`src/rtl/divider_array_reconstruct_seq.sv`:
```
// Sequential dividend reconstruction checker.
// Rebuilds n_rec = q*d + r from a divider result with a shift-add loop that
// handles one quotient bit per cycle. It then reports |n_ref - n_rec| so that
// approximate divider variants can be scored on-chip.
module divider_array_reconstruct_seq #(
    parameter int DW = 8
) (
    input  logic            clk,
    input  logic            rst_n,
    input  logic            in_valid,
    output logic            in_ready,
    input  logic [DW-1:0]   q_in,
    input  logic [DW-1:0]   r_in,
    input  logic [DW-1:0]   d_in,
    input  logic [2*DW-1:0] n_ref,
    output logic            out_valid,
    input  logic            out_ready,
    output logic [2*DW-1:0] n_rec,
    output logic [2*DW-1:0] err_abs,
    output logic            err_flag
);

    localparam int NW = 2 * DW;
    // cnt must be able to hold DW, one past the last MUL index.
    localparam int CW = $clog2(DW) + 1;

    typedef enum logic [1:0] {
        IDLE  = 2'd0,
        MUL   = 2'd1,
        CHECK = 2'd2,
        DONE  = 2'd3
    } state_t;

    state_t          state;
    state_t          state_next;

    logic [NW-1:0]   acc;
    logic [NW-1:0]   d_sh;
    logic [NW-1:0]   nref_r;
    logic [DW-1:0]   q_sh;
    logic [CW-1:0]   cnt;

    logic            accept;
    logic            cnt_last;
    logic            out_fire;

    // in_ready is a pure decode of the state register, so no input reaches an
    // output combinationally.
    assign in_ready = (state == IDLE);
    assign accept   = in_valid && in_ready;
    assign out_fire = out_valid && out_ready;
    // cnt still holds DW-1 when the final MUL edge arrives.
    assign cnt_last = (cnt == CW'(DW - 1));

    // State register.
    // NOTE: sequential state uses non-blocking (<=) so that every flop samples
    // pre-edge values, regardless of the order in which always blocks run.
    always_ff @(posedge clk or negedge rst_n) begin
        if (!rst_n) begin
            state <= IDLE;
        end else begin
            state <= state_next;
        end
    end

    // Next-state decode. MUL has a fixed length and no early exit, so the
    // latency does not depend on the data.
    // NOTE: state_next gets a default before the case, so a branch that does
    // not assign it cannot infer a latch.
    always_comb begin
        state_next = state;
        case (state)
            IDLE:    if (accept)   state_next = MUL;
            MUL:     if (cnt_last) state_next = CHECK;
            CHECK:   state_next = DONE;
            DONE:    if (out_fire) state_next = IDLE;
            default: state_next = IDLE;
        endcase
    end

    // Datapath: capture operands, shift-add multiply, compare, hold result.
    always_ff @(posedge clk or negedge rst_n) begin
        if (!rst_n) begin
            acc       <= '0;
            d_sh      <= '0;
            q_sh      <= '0;
            nref_r    <= '0;
            cnt       <= '0;
            n_rec     <= '0;
            err_abs   <= '0;
            err_flag  <= 1'b0;
            out_valid <= 1'b0;
        end else begin
            case (state)
                IDLE: begin
                    if (accept) begin
                        acc    <= {{DW{1'b0}}, r_in};
                        d_sh   <= {{DW{1'b0}}, d_in};
                        q_sh   <= q_in;
                        nref_r <= n_ref;
                        cnt    <= '0;
                    end
                end
                MUL: begin
                    // The largest possible sum is (2^DW-1)^2 + (2^DW-1), which
                    // is below 2^(2*DW), so acc cannot wrap.
                    if (q_sh[0]) begin
                        acc <= acc + d_sh;
                    end
                    d_sh <= d_sh << 1;
                    q_sh <= q_sh >> 1;
                    cnt  <= cnt + CW'(1);
                end
                CHECK: begin
                    n_rec     <= acc;
                    err_abs   <= (nref_r >= acc) ? (nref_r - acc) : (acc - nref_r);
                    err_flag  <= (acc != nref_r);
                    out_valid <= 1'b1;
                end
                DONE: begin
                    // The result registers keep their values after the
                    // handshake and are only reloaded by the next CHECK.
                    if (out_fire) begin
                        out_valid <= 1'b0;
                    end
                end
                default: ;
            endcase
        end
    end

endmodule

```
`config.mk`:
```
export PLATFORM = sky130hd
export DESIGN_NAME = divider_array_reconstruct_seq
export DESIGN_NICKNAME = d
export VERILOG_FILES = /design/src/rtl/divider_array_reconstruct_seq.sv
export SDC_FILE = /design/constraint.sdc
export NUM_CORES = 1
export LEC_CHECK = 0
export CAP_MARGIN = 30
export CORE_MARGIN = 2
export CORE_UTILIZATION = 53
export CTS_CLUSTER_DIAMETER = 150
export CTS_CLUSTER_SIZE = 16
export DETAILED_ROUTE_END_ITERATION = 8
export PLACE_DENSITY_LB_ADDON = 0.12
export SYNTH_ARGS = -nofsm -noshare
export SYNTH_HDL_FRONTEND = slang
export SYNTH_SLANG_ARGS = --single-unit
```
`constraint.sdc`:
```
create_clock -name clk -period 6.15 [get_ports clk]
set_input_delay 0.615 -clock clk [delete_from_list [all_inputs] [get_ports clk]]
set_output_delay 0.615 -clock clk [all_outputs]
set_load 0.01 [all_outputs]
```
; ---- Word level (Yosys, flattened, before mapping)
; Index checks and enable logic that the tools add are counted.
[op_classes]
addsub = 4
magnitude_cmp = 1
n_eq_ne = 9
n_mux = 16
reduce_logical = 10
[ops]
columns = cell, n
row1 = 16-bit 2-to-1 mux, 4
row2 = 16-bit case mux with 2 select lines, 2
row3 = 16-bit subtractor, 2
row4 = 16-bit adder, 1
row5 = 16-bit greater-or-equal comparator, 1
row6 = 16-bit != test, 1
row7 = 8-bit case mux with 2 select lines, 1
row8 = 8-bit 2-to-1 mux, 1
row9 = 2-bit case mux with 4 select lines, 1
row10 = 4-bit case mux with 2 select lines, 1
row11 = 2-bit 2-to-1 mux, 3
row12 = 2-bit != test (second input constant), 3
row13 = 2-bit AND reduction, 3
row14 = 3-bit AND reduction, 2
row15 = 4-bit by 1-bit adder with 4-bit output (second input constant), 1
row16 = 2-bit equality test (second input constant), 2
row17 = 4-bit by 3-bit equality test with 1-bit output (second input constant), 1
row18 = 4-bit 2-to-1 mux, 1
row19 = 2-bit nonzero test, 2
row20 = 2-bit by 1-bit equality test with 1-bit output (second input constant), 1
row21 = 1-bit logical AND, 2
row22 = 2-bit logical NOT, 1
row23 = 2-bit by 1-bit != test with 1-bit output (second input constant), 1
row24 = 1-bit case mux with 2 select lines, 1
row25 = 1-bit 2-to-1 mux, 1
[word_totals]
register_bits = 96
in_bits = 44
output_inout_bits = 35
wordCells = 50

; ---- Depth between registers and ports, before layout
[logic_depth]
depth_word = 4
ltp_mapped = 12
mapped_depth_nobuf = 11

; ---- Worst setup path before layout
; No wires, ideal clock.
[synth_path]
path_type = reg-to-reg
from = register acc[0]
to = register acc[14]
setup_time_ns = 0.131
arrival_time_ns = 2.439
t_required_ns = 6.019
path_slack_ns = 3.580
stages_incl_launch_ff = 11
path_buffers = 0
synth_period_minus_slack_ns = 2.570
path_cell_list = dfrtp_1 > ha_1 > fa_1 > a211oi_1 > nor2_1 > o21a_1 > a21oi_1 > o211ai_1 > a221oi_1 > xor2_1 > o21ai_0
[synth_between]
elab_chain_len = 3
[synth_rtl]
columns = element, line_no
row1 = "start, declared", 37  ; logic [NW-1:0] acc;
row2 = "start signal, assigned", 97  ; acc <= {{DW{1'b0}}, r_in};
row3 = "start signal, assigned", 108  ; acc <= acc + d_sh;
row4 = 16-bit adder, 108
row5 = 16-bit 2-to-1 mux, 107  ; if (q_sh[0]) begin
row6 = 16-bit case mux with 2 select lines, 94  ; case (state)
; No other way between the ends. The select of a mux whose other input is x is not followed.
; A chain may end at the register's enable or synchronous reset.

; ---- Final worst setup path
[layout_path]
from = register acc[1]
to = register err_abs[7]
[layout_between]
elab_chain_len = 2
word_cells_on_any_way = 4
cone_classes = add/sub: 2 / order compare: 1 / mux: 1
[layout_rtl]
columns = element, line_no
row1 = 16-bit subtractor / 16-bit greater-or-equal comparator (equally long branches), 116  ; err_abs <= (nref_r >= acc) ? (nref_r - acc) : (acc - nref_r);
row2 = 16-bit 2-to-1 mux (*), 116
row3 = "end signal, assigned", 116
row4 = "end, declared", 19  ; output logic [2*DW-1:0] err_abs,
; Every way passes the cells marked *; elsewhere a longest branch is shown, timed or not.

==> results.md <==
- Status: finished clean
- # rows: 39
- Cell taking the most area after synthesis: dfrtp_1
- Port Buffer Count: 78
- Final setup vio count: 0
- Clock skew: 9.662 ps
- WL per Instance: 15.73 um
- CORE AREA: 0.01137 sq mm
- Area grow syn2layout: 19.15%
- Fmax: 330.9 MHz
- Main area contributors after synthesis: dfrtp_1 (39%), ha_1 (10%), mux2_2 (7.0%), mux2i_1 (4.7%), o21ai_0 (4.1%)
- Ports: 79
- Detailed Place HPWL: 10160 um
- Router iterations before antenna repair: 4
- Cell area after layout: 0.007333 sq mm
- Leakage Power: 0.003378 uW
- Overall routed net length: 13200 um
- Initial Util: 54.13%
- Clock Tree Buf Depth: 2
- Setup bufs post-CTS: 0
- Critical Path RT: 6440 ps
- Setup crit start kind: register
- Initial DRC count: 177
- Die ar.: 0.01249 sq mm
- Synth Net Count: 719
- Measured slew at the worst slew-check pin: 784.4 ps
- Post-route DRC: 0
- CTS sink count: 96
- CTS root buf: clkbuf_16
- Fin crit share: 49.13%
- Sequential share of the synthesized area: 39.03%
- CP max FO: 15
- # H-tree levels: 3
- Fin cells: 839
- Synthesized flop and latch total: 96
- Clock transition at path regs: 70 ps
- Data arrival time of the critical path: 3310 ps
- Placed Cells: 823
- Final Max Slew Viols: 0
- Worst skew pair latency: 350 ps
- Final setup margin: 3128 ps
- Vias in the first global route: 4708
- Max Cap Viol: 0
- Post-DRT Antenna Nets: 0
- Area post-placement: 0.007048 sq mm
- Die height: 111.8 um
- Post-synth EDFFs: 0
- VDD IR max: 0.3367 mV
- First-pass GRT wire length: 22250 um
- Gp weighted congestion: 0.8913
- Critical Path Sink Type: register
- Antenna Cells: 0
- Crit Path Class: reg -> reg
- Post-Syn Area per Cell: 9.911 sq um
- Total global-route track usage: 22.03%
- Tmin final: 3022 ps
- Die Wd: 111.8 um
- Pwr Density: 595.7 mW/mm^2
- Share of cells above drive strength 1: 11.49%
- Synth cell types: 65
- RSZ-0062 raised after global routing: no
- CTS Hold Bufs: 0
- Synth warnings: 0
- Synth Flop Type: dfrtp_1
- Cell Area, Synth: 0.006155 sq mm
- Mapped Cells: 621
- Core Util, Final: 64.50%
- Worst slack, placed: 2974 ps
- Relative slew slack: 47.58%
- Largest net degree at the start of global routing: 57
- Final nets: 789
- Synth top area share: 39.03%
- CTS tree: yes
- Worst hold path class: in -> async
- Final hold viol count: 0
- GRT overflow: 0
- Number of vias per cell: 5.570
- FFs w/ async S/R, synth: 100.0%
- Initial antenna violation count: 0
- Final setup TNS: 0 ps
- Via count: 4673
- CTS resizes: 0
- CTS buffer count: 9
routing by layer:
metal	track usage [%]	routed length [um]	vias up
li1	-	-	2339
met1	28.47	6076	2224
met2	37.45	6448	95
met3	3.974	449	15
met4	7.490	223	0
met5	0	0	-
cells in the mapped netlist, types with 10 or more instances:
| cell type | instances |
|---|---|
| mux2i_1 | 29 |
| clkbuf_1 | 14 |
| mux2_2 | 38 |
| xnor2_1 | 12 |
| a21o_1 | 14 |
| nor2_1 | 38 |
| inv_1 | 41 |
| a21oi_1 | 45 |
| ha_1 | 51 |
| o21ai_0 | 50 |
| nand2_1 | 57 |
| xor2_1 | 10 |
| dfrtp_1 | 96 |
flip-flops by register name, summed over array words and instances, names as in the netlist, 2 cells and up:
register	flops
nref_r	16
acc	16
n_rec	16
cnt	4
q_sh	8
state	2
d_sh	16
err_abs	16
report_power, final:
group          switching, uW  total (uW)  internal, uW
sequential               240        1150           914
clock                    245         541           297
combinational           1420        2670          1250
total                   1900        4370          2470
logic make-up (layout without fill, tap and decap cells):
family                   after synthesis  after routing  share of synthesized area, %
flip-flops                            96             96                         39.03
multiplexers                          67             67                         11.67
XOR/XNOR                              22             22                         3.131
adder cells (fa/ha/maj)               54             54                         11.34
buffers and inverters                 66            141                         5.163
AND/OR/NAND/NOR                      142            142                         11.04
AO/OA/AOI/OAI                        174            174                         18.62
worst max-delay path, stage by stage (launching register included):
cell	delay, ps
dfrtp_1	560
inv_1	150
ha_1	350
nand3_1	100
or2_1	250
nor4b_4	350
nor3_2	150
nand2_4	240
mux2_2	390
a311o_1	320
nand3_1	60
cell usage in the layout (no fill, tap or decap), types with 3 or more instances in the layout:
cell type / n
a211oi_1: 5
o211ai_1: 3
nand3_1: 9
clkbuf_16: 9
a21o_1: 14
buf_4: 4
a22o_1: 9
fa_1: 3
xor2_1: 10
mux2_2: 38
a31oi_1: 8
nand4_1: 3
clkdlybuf4s50_1: 77
a21oi_1: 45
mux2i_1: 29
a21o_2: 3
nand3b_1: 3
nand2_1: 57
o31ai_1: 3
o21bai_1: 5
nor2b_1: 9
inv_1: 41
ha_1: 50
dfrtp_1: 96
o21ai_0: 50
nor3_1: 6
o21a_1: 5
nor2_1: 38
nand2b_1: 3
xnor2_1: 12
path summary, 6_finish.rpt:
| check | from | endpoint | slack [ps] | depth (start not counted) |
|---|---|---|---|---|
| max | acc[1]$_DFFE_PN0P_ | err_abs[7]$_DFFE_PN0P_ | 3130 | 10 |
| max reg2reg | acc[1]$_DFFE_PN0P_ | err_abs[7]$_DFFE_PN0P_ | 3130 | 10 |
| min reg2reg | q_sh[5]$_DFFE_PN0P_ | q_sh[5]$_DFFE_PN0P_ | 490 | 2 |
| min | rst_n | err_abs[0]$_DFFE_PN0P_ | 100 | 1 |
| min in group clk | q_sh[5]$_DFFE_PN0P_ | q_sh[5]$_DFFE_PN0P_ | 490 | 2 |
| max in group asynchronous | rst_n | state[1]$_DFFE_PN0P_ | 5130 | 3 |
metrics by stage:
step                power [uW]  hold WS, ps
global placement          3711        466.4
detailed placement        3829        473.3
global route              4763        100.9
floorplan                 3182        319.4
finish                    4369        96.71
CTS                       4384        91.26
area by class of cell:
cell class | count | area, sq um
Clock buffer | 12 | 256.5
Multi-Input combinational cell | 459 | 3437
Fill cell | 938 | 4036
Sequential cell | 96 | 2402
Timing Repair Buffer | 84 | 875.8
Inverter | 41 | 153.9
Tap cell | 143 | 178.9
Clock inverter | 4 | 28.78
Power figures use the tool's default switching activity.
